===== src/rtl/rv32i_types.sv =====
// Shared types for the instruction fetch path.
// Latency: n/a (types, constants and a helper function only).
// Backpressure: n/a.
package rv32i_types;

    typedef enum logic [1:0] {
        IDLE    = 2'd0,
        REQ     = 2'd1,
        DISCARD = 2'd2
    } fetch_state_t;

    // One buffered fetch: the PC it came from and the instruction word.
    typedef struct packed {
        logic [31:0] pc;
        logic [31:0] inst;
    } fetch_entry_t;

    localparam int          FETCH_ENTRY_W = $bits(fetch_entry_t);
    localparam logic [31:0] PC_ALIGN_MASK = 32'hFFFF_FFFC;

    function automatic logic [31:0] align_pc(input logic [31:0] pc);
        return pc & PC_ALIGN_MASK;
    endfunction

endpackage


===== src/rtl/fetch_fifo.sv =====
// Small synchronous FIFO holding fetched {pc, inst} entries.
// Latency: a push is visible at dout the cycle after it is written; dout is the head, read combinationally.
// Backpressure: push while full and pop while empty are ignored; flush empties it in one cycle.
//
// Ports: clk, rst (sync, active-high); push/din write; pop advances the head;
// flush drops all entries; full/empty/count report occupancy; dout is the head (zero when empty).
module fetch_fifo #(
    parameter int DEPTH = 2,
    parameter int WIDTH = 64
) (
    input  logic                     clk,
    input  logic                     rst,
    input  logic                     push,
    input  logic                     pop,
    input  logic                     flush,
    input  logic [WIDTH-1:0]         din,
    output logic                     full,
    output logic                     empty,
    output logic [$clog2(DEPTH):0]   count,
    output logic [WIDTH-1:0]         dout
);

    localparam int            AW       = $clog2(DEPTH);
    localparam logic [AW-1:0] PTR_ONE  = AW'(1);
    localparam logic [AW:0]   CNT_ONE  = (AW + 1)'(1);
    localparam logic [AW:0]   CNT_FULL = (AW + 1)'(DEPTH);

    logic [WIDTH-1:0] r_mem [DEPTH];
    logic [AW-1:0]    r_rd_ptr;
    logic [AW-1:0]    r_wr_ptr;
    logic [AW:0]      r_count;
    logic             w_push;
    logic             w_pop;

    assign full   = (r_count == CNT_FULL);
    assign empty  = (r_count == '0);
    assign count  = r_count;
    assign w_push = push && !full;
    assign w_pop  = pop && !empty;

    // Head is driven to zero when empty so the consumer never sees stale words.
    assign dout = empty ? '0 : r_mem[r_rd_ptr];

    always_ff @(posedge clk) begin
        if (rst || flush) begin
            r_rd_ptr <= '0;
            r_wr_ptr <= '0;
            r_count  <= '0;
        end else begin
            if (w_push) begin
                r_wr_ptr <= r_wr_ptr + PTR_ONE;
            end
            if (w_pop) begin
                r_rd_ptr <= r_rd_ptr + PTR_ONE;
            end
            case ({w_push, w_pop})
                2'b10:   r_count <= r_count + CNT_ONE;
                2'b01:   r_count <= r_count - CNT_ONE;
                default: r_count <= r_count;
            endcase
        end
    end

    // Storage needs no reset: the pointers and count define what is valid.
    always_ff @(posedge clk) begin
        if (w_push) begin
            r_mem[r_wr_ptr] <= din;
        end
    end

endmodule


===== src/rtl/fetch_unit.sv =====
// Instruction fetch: issues word reads to imem and buffers {pc, inst} for the instruction register.
// Latency: one cycle from imem_resp to ir_valid; ir_inst/ir_pc show the buffer head directly.
// Backpressure: a new read is issued only while the buffer has room; ir_ready pops the head.
//
// Ports: clk, rst (sync, active-high); imem_addr/imem_read request, imem_resp/imem_rdata response;
// redirect/redirect_pc flush and restart; ir_ready consumer load, ir_valid/ir_inst/ir_pc buffer head.
module fetch_unit
    import rv32i_types::*;
#(
    parameter logic [31:0] RESET_PC = 32'h0000_0060,
    parameter int          DEPTH    = 2
) (
    input  logic        clk,
    input  logic        rst,
    output logic [31:0] imem_addr,
    output logic        imem_read,
    input  logic        imem_resp,
    input  logic [31:0] imem_rdata,
    input  logic        redirect,
    input  logic [31:0] redirect_pc,
    input  logic        ir_ready,
    output logic        ir_valid,
    output logic [31:0] ir_inst,
    output logic [31:0] ir_pc
);

    localparam int           CW        = $clog2(DEPTH) + 1;
    localparam logic [CW-1:0] DEPTH_CNT = CW'(DEPTH);

    fetch_state_t  r_state;
    fetch_state_t  w_state_nxt;
    logic [31:0]   r_fetch_pc;
    logic [31:0]   r_req_addr;

    logic          w_push;
    logic          w_pop;
    logic          w_flush;
    logic          w_fifo_full;
    logic          w_fifo_empty;
    logic [CW-1:0] w_fifo_count;
    logic          w_has_room;
    fetch_entry_t  w_fifo_din;
    fetch_entry_t  w_fifo_dout;

    assign w_has_room = (w_fifo_count < DEPTH_CNT);

    // State register plus the fetch/request address registers.
    always_ff @(posedge clk) begin
        if (rst) begin
            r_state    <= IDLE;
            r_fetch_pc <= RESET_PC;
            r_req_addr <= RESET_PC;
        end else begin
            r_state <= w_state_nxt;
            if (redirect) begin
                r_fetch_pc <= align_pc(redirect_pc);
            end else if (w_push) begin
                r_fetch_pc <= r_fetch_pc + 32'd4;
            end
            // The request address is latched once, so it stays put through DISCARD
            // even though fetch_pc has already moved to the redirect target.
            if ((r_state == IDLE) && (w_state_nxt == REQ)) begin
                r_req_addr <= r_fetch_pc;
            end
        end
    end

    // Next-state logic. A response always closes the outstanding read, even when a
    // redirect arrives with it; the data is simply not pushed.
    always_comb begin
        w_state_nxt = r_state;
        case (r_state)
            IDLE: begin
                if (!redirect && w_has_room) begin
                    w_state_nxt = REQ;
                end
            end
            REQ: begin
                if (imem_resp) begin
                    w_state_nxt = IDLE;
                end else if (redirect) begin
                    w_state_nxt = DISCARD;
                end
            end
            DISCARD: begin
                if (imem_resp) begin
                    w_state_nxt = IDLE;
                end
            end
            default: w_state_nxt = IDLE;
        endcase
    end

    // Output / control decode.
    always_comb begin
        imem_read = (r_state == REQ) || (r_state == DISCARD);
        w_push    = (r_state == REQ) && imem_resp && !redirect && !w_fifo_full;
        w_pop     = !w_fifo_empty && ir_ready && !redirect;
        w_flush   = redirect;
    end

    assign imem_addr       = r_req_addr;
    assign w_fifo_din.pc   = r_fetch_pc;
    assign w_fifo_din.inst = imem_rdata;

    fetch_fifo #(
        .DEPTH (DEPTH),
        .WIDTH (FETCH_ENTRY_W)
    ) u_fifo (
        .clk   (clk),
        .rst   (rst),
        .push  (w_push),
        .pop   (w_pop),
        .flush (w_flush),
        .din   (w_fifo_din),
        .full  (w_fifo_full),
        .empty (w_fifo_empty),
        .count (w_fifo_count),
        .dout  (w_fifo_dout)
    );

    assign ir_valid = !w_fifo_empty;
    assign ir_inst  = w_fifo_dout.inst;
    assign ir_pc    = w_fifo_dout.pc;

endmodule


===== config.mk =====
export PLATFORM = sky130hd
export DESIGN_NAME = fetch_unit
export DESIGN_NICKNAME = d
export VERILOG_FILES = /design/src/rtl/rv32i_types.sv /design/src/rtl/fetch_fifo.sv /design/src/rtl/fetch_unit.sv
export SDC_FILE = /design/constraint.sdc
export NUM_CORES = 1
export LEC_CHECK = 0
export ABC_AREA = 1
export CORE_UTILIZATION = 40
export DETAILED_ROUTE_END_ITERATION = 8
export HOLD_SLACK_MARGIN = 0.06
export PLACE_DENSITY = 0.73
export SYNTH_ARGS = -nofsm -noshare
export SYNTH_HDL_FRONTEND = slang
export SYNTH_SLANG_ARGS = --single-unit

===== constraint.sdc =====
create_clock -name clk -period 6.24 [get_ports clk]
set_input_delay 1.872 -clock clk [delete_from_list [all_inputs] [get_ports clk]]
set_output_delay 1.872 -clock clk [all_outputs]
set_load 0.01 [all_outputs]

Yosys cells after proc, flatten, opt, wreduce, memory -nomap -nowiden --
Memories as Yosys holds them, arrays and structs flattened. A register that Yosys moved wholly into a read port is not among the register bits. Cells that the tools add are included.
Operators by class: add/subtract/negate cells 5, $lt $le $gt $ge 1, equality and inequality tests 6, mux-type cells 13, reduce and logical (&&, ||, !) cells 19
Operator list (count):
- 32-bit 2-to-1 mux | 2
- 64-bit 2-to-1 mux | 1
- 32-bit by 3-bit adder with 32-bit output, second input constant | 1
- 1-bit logical AND | 9
- 2-bit 2-to-1 mux | 4
- 2-bit by 1-bit equality test with 1-bit output, second input constant | 3
- 2-bit equality test, second input constant | 3
- 2-bit case mux with 3 select lines | 1
- 2-bit zero test | 2
- 1-bit 2-to-1 mux | 4
- 2-bit case mux with 2 select lines | 1
- 2-bit nonzero test | 2
- 1-bit zero test | 3
- 1-bit adder, second input constant | 2
- 2-bit by 1-bit adder with 2-bit output, second input constant | 1
- 1-bit logical OR | 2
- 2-bit < comparator, second input constant | 1
- 2-bit OR reduction | 1
- 2-bit by 1-bit subtractor with 2-bit output, second input constant | 1
Word-level totals: bits in registers 70, memory bits (writable) 128, input bits 69, output and inout bits 98, word-level logic and storage cells 52, memories 1
Memories:
- u_fifo.r_mem | words 2, bits a word 64, rd ports 1, clocked after Yosys merged registers in 1, write ports 1, RTL line fetch_fifo.sv:28 | logic [WIDTH-1:0] r_mem [DEPTH];

Logic depth before layout (Yosys ltp) --
Gate-level depths: netlist of run 1.
depth in word-level cells 7, depth in mapped cells 12, depth with buffers taken out 11

Modules after synthesis --
A second synthesis of run 1 with hierarchy kept.
Unflattened totals: cell total of the unflattened synthesis 937, area total of the unflattened synthesis 8861.0 µm²
Modules (own cells, without submodules):
- fetch_fifo | instances 1, cells an instance 380, area each 5321.4 µm², sequential area each 3943.8 µm²
- fetch_unit | instances 1, cells an instance 557, area each 3539.6 µm², sequential area each 1241.2 µm²

Worst setup path after synthesis of run 1 --
No wires, ideal clock.
path type input-to-reg, from input redirect, to memory u_fifo.r_mem[1][0] (enable), library setup time 484 ps, arrival 5141 ps, required time 5756 ps, slack 616 ps, cell stages on the path 5, path buffers 2, path through buf_2 > nor2_2 > o211ai_4 > buf_2 > nor2_1
On the way: word-level cells in the longest chain between the ends 6
Ends and longest elaborated chain:
- from (decl) | RTL line fetch_unit.sv:19 | input logic redirect,
- 1-bit zero test | RTL line fetch_unit.sv:97 | w_push = (r_state == REQ) && imem_resp && !redirect && !w_fifo_full;
- 1-bit logical AND (2 in series) | RTL line fetch_unit.sv:97
- 1-bit logical AND | RTL line fetch_fifo.sv:38 | assign w_push = push && !full;
- 1-bit 2-to-1 mux | RTL line fetch_fifo.sv:66 | if (w_push) begin
- 1-bit 2-to-1 mux (not written as such) | RTL line fetch_fifo.sv:67 | r_mem[r_wr_ptr] <= din;
- to (decl) | RTL line fetch_fifo.sv:28
No other way between the ends.

Worst setup path after layout of run 1 --
from register u_fifo.r_count[0], in the netlist u_fifo.count[0], to output ir_inst[17]
On the way: word-level cells in the longest chain between the ends 2
Ends and longest elaborated chain:
- from (decl) | RTL line fetch_fifo.sv:31 | logic [AW:0] r_count;
- from (signal assigned) | RTL line fetch_fifo.sv:57 | 2'b10: r_count <= r_count + CNT_ONE;
- from (signal assigned) | RTL line fetch_fifo.sv:58 | 2'b01: r_count <= r_count - CNT_ONE;
- from (signal assigned) | RTL line fetch_fifo.sv:59 | default: r_count <= r_count;
- 2-bit zero test | RTL line fetch_fifo.sv:36 | assign empty = (r_count == '0);
- 64-bit 2-to-1 mux | RTL line fetch_fifo.sv:42 | assign dout = empty ? '0 : r_mem[r_rd_ptr];
- to (decl) | RTL line fetch_unit.sv:23 | output logic [31:0] ir_inst,
No other way between the ends.

==> results of run 1 <==
## layer usage
layer | track usage [%] | vias to the layer above | wire (µm)
li1 | - | 3330 | -
met1 | 26.4 | 3026 | 9220
met2 | 30.7 | 243 | 9360
met3 | 4.33 | 20 | 1420
met4 | 4.89 | 0 | 170
met5 | 0 | - | 0
## sequential cells by signal, summed over array words and instances, names as in the netlist, named ones only
name and count:
u_fifo.r_mem 124, u_fifo.count 2, u_fifo.r_rd_ptr 1, r_state 2
u_fifo.r_wr_ptr 1, r_fetch_pc 30, imem_addr 30
## cells by family after synthesis
logic type      count (synthesis)  share of synthesized area [%]
buf+inv                       114                           5.72
simple gates                  437                           22.3
flops                         191                           61.1
fa+ha+maj                       6                          0.906
compound gates                157                           9.89
other cells                     1                         0.0453
## final timing paths
check,from,to,slack [ns],cells past startpoint
max,u_fifo.count[0],ir_inst[17],1.65,4
min,imem_addr[5],imem_addr[5],0.46,2
max reg2reg,u_fifo.count[0],u_fifo.count[0],3.72,7
min reg2reg,imem_addr[5],imem_addr[5],0.46,2
## synth_stat cells, drive strengths merged
cell type / n
o21ai: 26
o21bai: 2
and2: 2
nor3b: 1
nand2: 287
ha: 6
a31oi: 5
nand4: 31
edfxtp: 124
a21oi: 122
nor3: 6
buf: 21
o211ai: 2
dfxtp: 67
nor2: 59
clkbuf: 30
inv: 63
nand3: 47
or2: 4
conb: 1
## per-stage QoR
step / cells / setup slack (ns) / instance area (µm²)
2_1_floorplan: 909 / 0.616 / 8290
3_5_place_dp: 1297 / 1.46 / 10100
6_report: 1329 / 1.65 / 10700
5_1_grt: 1329 / 1.46 / 10700
4_1_cts: 1329 / 1.60 / 10700
3_3_place_gp: 1297 / 1.50 / 10100
## where the power goes
part / internal [mW] / switching [mW] / leakage, nW
Combinational: 0.0987 / 0.122 / 1.81
Sequential: 1.38 / 0.0362 / 1.68
Clock: 0.659 / 0.450 / 0.310
## worst register-to-register path, delay by kind of cell (launching register included)
| kind | cells | cell delay (ns) |
|---|---|---|
| compound gates | 1 | 0.12 |
| fa+ha+maj | 1 | 0.32 |
| buf+inv | 1 | 0.17 |
| flops | 1 | 0.40 |
| simple gates | 4 | 1.45 |
## layout by cell type (no fill, tap or decap), types with 19 or more instances in the layout
cell / instances
nor2_1: 50
a21oi_1: 121
dfxtp_1: 66
clkdlybuf4s50_1: 159
nand4_1: 31
inv_1: 60
edfxtp_1: 124
nand2_1: 284
clkbuf_16: 19
nand3_1: 46
## layout make-up
type	count	area, µm²	share of cell area [%]
clock inverter	9	101	0.947
timing repair buffer	169	1680	15.7
sequential	191	5070	47.3
clock buffer	23	510	4.77
multi-input combinational	604	2780	25.9
inverter	63	236	2.21
tap	270	338	3.16
==> metrics.csv, run 1 <==
metric,value,unit
largest area contributor in the netlist,edfxtp_1,
worst skew pair latency,0.43,ns
root buf cell,clkbuf_16,
setup_tns,0,ns
RePlAce Congestion,0.862,
unrepaired setup endpoints after global routing,no,
vias in the first global route,6066,
slew of the pin with the lowest slew margin,1.13,ns
Detailed Place HPWL,13100,µm
# rows,52,
Layout area overhead,29.3,%
worst hold margin,0.459,ns
Worst-path clk slew,0.07,ns
relative slew slack,24.3,%
VDD IR-drop max,0.186,mV
Clock Sinks,191,
CTS tree,done,
power per cell area,257,nW/µm²
"Data required, critical path",4.37,ns
die area,21300,µm²
Pwr Total,2.75,mW
core area,20300,µm²
TritonRoute pass-1 iters,5,
"Data arrival, critical path",2.72,ns
"Seq/Total Area, Yosys",61.1,%
post-CTS setup buffers,0,
Startpoint Class,register,
first-pass GRT wire length,32000,µm
fin crit share,73.6,%
nets@finish,1121,
WP buf/inv,2,
Mapped Cells,906,
Starting Density,40.8,%
Final Max Tran Viols,0,
post-synth top area share,45.0,%
Hold Path Class,reg -> reg,
DIE HEIGHT,146,µm
"Distinct cells, synth",32,
CTS Buffer Depth,2,
routed via count,6619,
total routed wirelength,20200,µm
f_max,0.218,GHz
total CTS buffers,17,
synthesis warning total,0,
initial antenna violation count,0,
CP max FO,44,
crit end category,primary output,
final core occ,52.7,%
fillers,1821,
final hold vios,0,
Final Skew,0.0113,ns
worst path cell trace,nor2_4 -> buf_4 -> a21oi_1 -> clkdlybuf4s50_1,
share of layout cells above drive strength 1,5.95,%
Congestion Overflow GR,0,
"Hold-fix buffers, CTS",0,
max_cap viols,0,
Via density,4.98,
"top cells by area, synth","edfxtp_1, dfxtp_1, nand2_1, a21oi_1, nand3_1",
Crit path max-delay family,buffers and inverters,
slowest library cell on the worst path,nor2_4,
Antenna Cells,0,
outcome,"finished, final reports clean",
largest net degree at the start of global routing,63,
cts repair resizes,0,
routed length per instance,15.2,µm
1st-iter DRT viols,354,
Final min period,4.59,ns
ANT nets after route,0,
Total GRT Usage,19.2,%
H-tree Lvls,4,
# DRC,0,
mapped cell area,8280,µm²
Avg Inst Size Synth,9.14,µm²
Ports,167,
PortBufs,160,
die width,146,µm
CP peak stage delay,0.88,ns
synthesized flop and latch total,191,
final setup fails,0,
critical path class,reg -> out,
Static Leak,3.80,nW
Note: power is estimated with default switching activity, not from simulation.
==> inputs of run 2 (changes only) <==
==> constraint.sdc (replaced) <==
create_clock -name clk -period 4.48 [get_ports clk]
set_input_delay 1.344 -clock clk [delete_from_list [all_inputs] [get_ports clk]]
set_output_delay 1.344 -clock clk [all_outputs]
set_load 0.01 [all_outputs]
==> run 2 against run 1 <==
Against the previous run:
- sequential cell count is the same
- clock power grew 47%
- largest power group unchanged
- sequential share of layout area shrank 0.20 points
- count of clock-buffer cells in the layout shrank 5
- first-iteration DRC count grew 34%
- highest routed layer unchanged
- global-route usage grew 0.21 points
- total power grew 42%
- worst hold slack is essentially flat
- largest cell class unchanged
- critical path depth is the same
==> metrics.csv, run 2 (synthesized netlist as in run 1, its figures left out) <==
metric,value,unit,change
outcome,"finished, final reports clean",,
# rows,52,,unchanged
initial antenna violation count,0,,unchanged
Detailed Place HPWL,13300,µm,+1.8%
relative slew slack,45.6,%,+21 points
placed cells,1299,,+0.15%
Starting Density,40.8,%,unchanged
PortBufs,160,,unchanged
final worst slack,0.850,ns,-0.795 ns
Crit path max-delay family,buffers and inverters,,
CTS tree,done,,
Worst-path clk slew,0.07,ns,about the same
die width,146,µm,unchanged
nets@finish,1123,,+0.18%
share of layout cells above drive strength 1,6.13,%,+0.18 points
Congestion Overflow GR,0,,unchanged
Via density,5.03,,+0.94%
Hold Path Class,reg -> reg,,
die area,21300,µm²,unchanged
cts repair resizes,0,,unchanged
critical path class,reg -> out,,
ANT nets after route,0,,unchanged
routed via count,6686,,+1.0%
CTS Buffer Depth,2,,unchanged
"Data arrival, critical path",2.29,ns,-0.43 ns
vias in the first global route,6081,,+0.25%
max_cap viols,0,,unchanged
pre-CTS setup slack,0.848,ns,-0.613 ns
final setup fails,0,,unchanged
routed length per instance,15.4,µm,+1.4%
post-placement cell area,10100,µm²,+0.27%
most frequent cells in the layout,"nand2_1, clkdlybuf4s50_1, edfxtp_1",,
fillers,1830,,+0.49%
1st-iter DRT viols,473,,+34%
Final Skew,0.00735,ns,-0.00392 ns
slowest library cell on the worst path,clkdlybuf4s50_1,,
worst path cell trace,buf_4 -> nand2_1 -> a21oi_1 -> clkdlybuf4s50_1,,
final hold vios,0,,unchanged
Final Max Tran Viols,0,,unchanged
first-pass GRT wire length,32200,µm,+0.45%
TritonRoute pass-1 iters,5,,unchanged
WP buf/inv,2,,unchanged
Final min period,3.63,ns,
total routed wirelength,20500,µm,+1.5%
"Hold-fix buffers, CTS",0,,unchanged
Ports,167,,unchanged
"Data required, critical path",3.14,ns,-1.23 ns
Static Leak,3.81,nW,+0.30%
root buf cell,clkbuf_16,,
largest net degree at the start of global routing,63,,unchanged
post-CTS setup buffers,0,,unchanged
fin crit share,81.0,%,
largest register by flop count,u_fifo.r_mem,,
fin cells,1330,,+0.075%
CP max FO,62,,+41%
crit end category,primary output,,
Startpoint Class,register,,
core area,20300,µm²,unchanged
Clock Sinks,191,,unchanged
CP peak stage delay,0.58,ns,-0.30 ns
unrepaired setup endpoints after global routing,no,,
VDD IR-drop max,0.320,mV,+72%
Layout area overhead,29.8,%,
power per cell area,363,nW/µm²,+42%
Antenna Cells,0,,unchanged
Total GRT Usage,19.4,%,+0.21 points
H-tree Lvls,4,,unchanged
total CTS buffers,17,,unchanged
RePlAce Congestion,0.870,,+0.92%
Finished Cell Area,10800,µm²,+0.42%
"most common cell after layout, fill and taps aside",nand2_1,,
slew of the pin with the lowest slew margin,0.817,ns,-0.316 ns
setup_tns,0,ns,unchanged
worst hold margin,0.459,ns,+0.00000400 ns
f_max,0.276,GHz,
worst skew pair latency,0.43,ns,about the same
DIE HEIGHT,146,µm,unchanged
max reg flops,124,,unchanged
# DRC,0,,unchanged
-- run 2: cell count changes in the layout (fill, tap and decap cells not counted), moves of 2 or more --
cell,before,now
clkinv_2,2,0
inv_6,1,4
inv_8,0,3
bufinv_16,2,4
inv_4,3,0
clkbuf_16,19,17
clkbuf_8,2,0
-- run 2: cell type report --
| class | instances | area, µm² | area share (%) |
|---|---|---|---|
| Clock inverter | 13 | 200 | 1.86 |
| Clock buffer | 18 | 429 | 3.99 |
| Sequential cell | 191 | 5070 | 47.1 |
| Timing Repair Buffer | 171 | 1700 | 15.9 |
| Tap cell | 270 | 338 | 3.14 |
| Multi-Input combinational cell | 604 | 2780 | 25.8 |
| Inverter | 63 | 236 | 2.20 |
-- run 2: worst paths after layout --
kind         cells past startpoint                  end          from  slack, ns
min reg2reg                      2         imem_addr[5]  imem_addr[5]       0.46
min                              2         imem_addr[5]  imem_addr[5]       0.46
max                              4            ir_pc[20]      register       0.85
max reg2reg                      7  u_fifo.r_mem[1][11]    r_state[1]       2.30
-- run 2: worst register-to-register path: stages, from the launching register on --
cell and delay (ns):
dfxtp_1 0.34, inv_1 0.13, ha_1 0.16, inv_1 0.05, nor2_2 0.16, o211ai_4 0.28
nor2_4 0.18, buf_4 0.51
-- run 2: layer usage --
| layer | up-vias | wire length [µm] | global-route usage [%] |
|---|---|---|---|
| met3 | 17 | 1450 | 4.11 |
| met2 | 251 | 9570 | 30.9 |
| met4 | 0 | 271 | 5.32 |
| li1 | 3330 | - | - |
| met1 | 3088 | 9180 | 26.8 |
| met5 | - | 0 | 0 |
-- run 2: power breakdown --
part	internal, mW	switching [mW]
Clock	0.949	0.677
Sequential	1.92	0.0503
Combinational	0.139	0.170
-- run 2: stage by stage --
step,util (%),power (mW)
global route,53.0,4.03
CTS,53.0,3.93
global placement,49.9,2.31
floorplan,-,2.16
detailed placement,49.9,2.32
finish,53.0,3.91
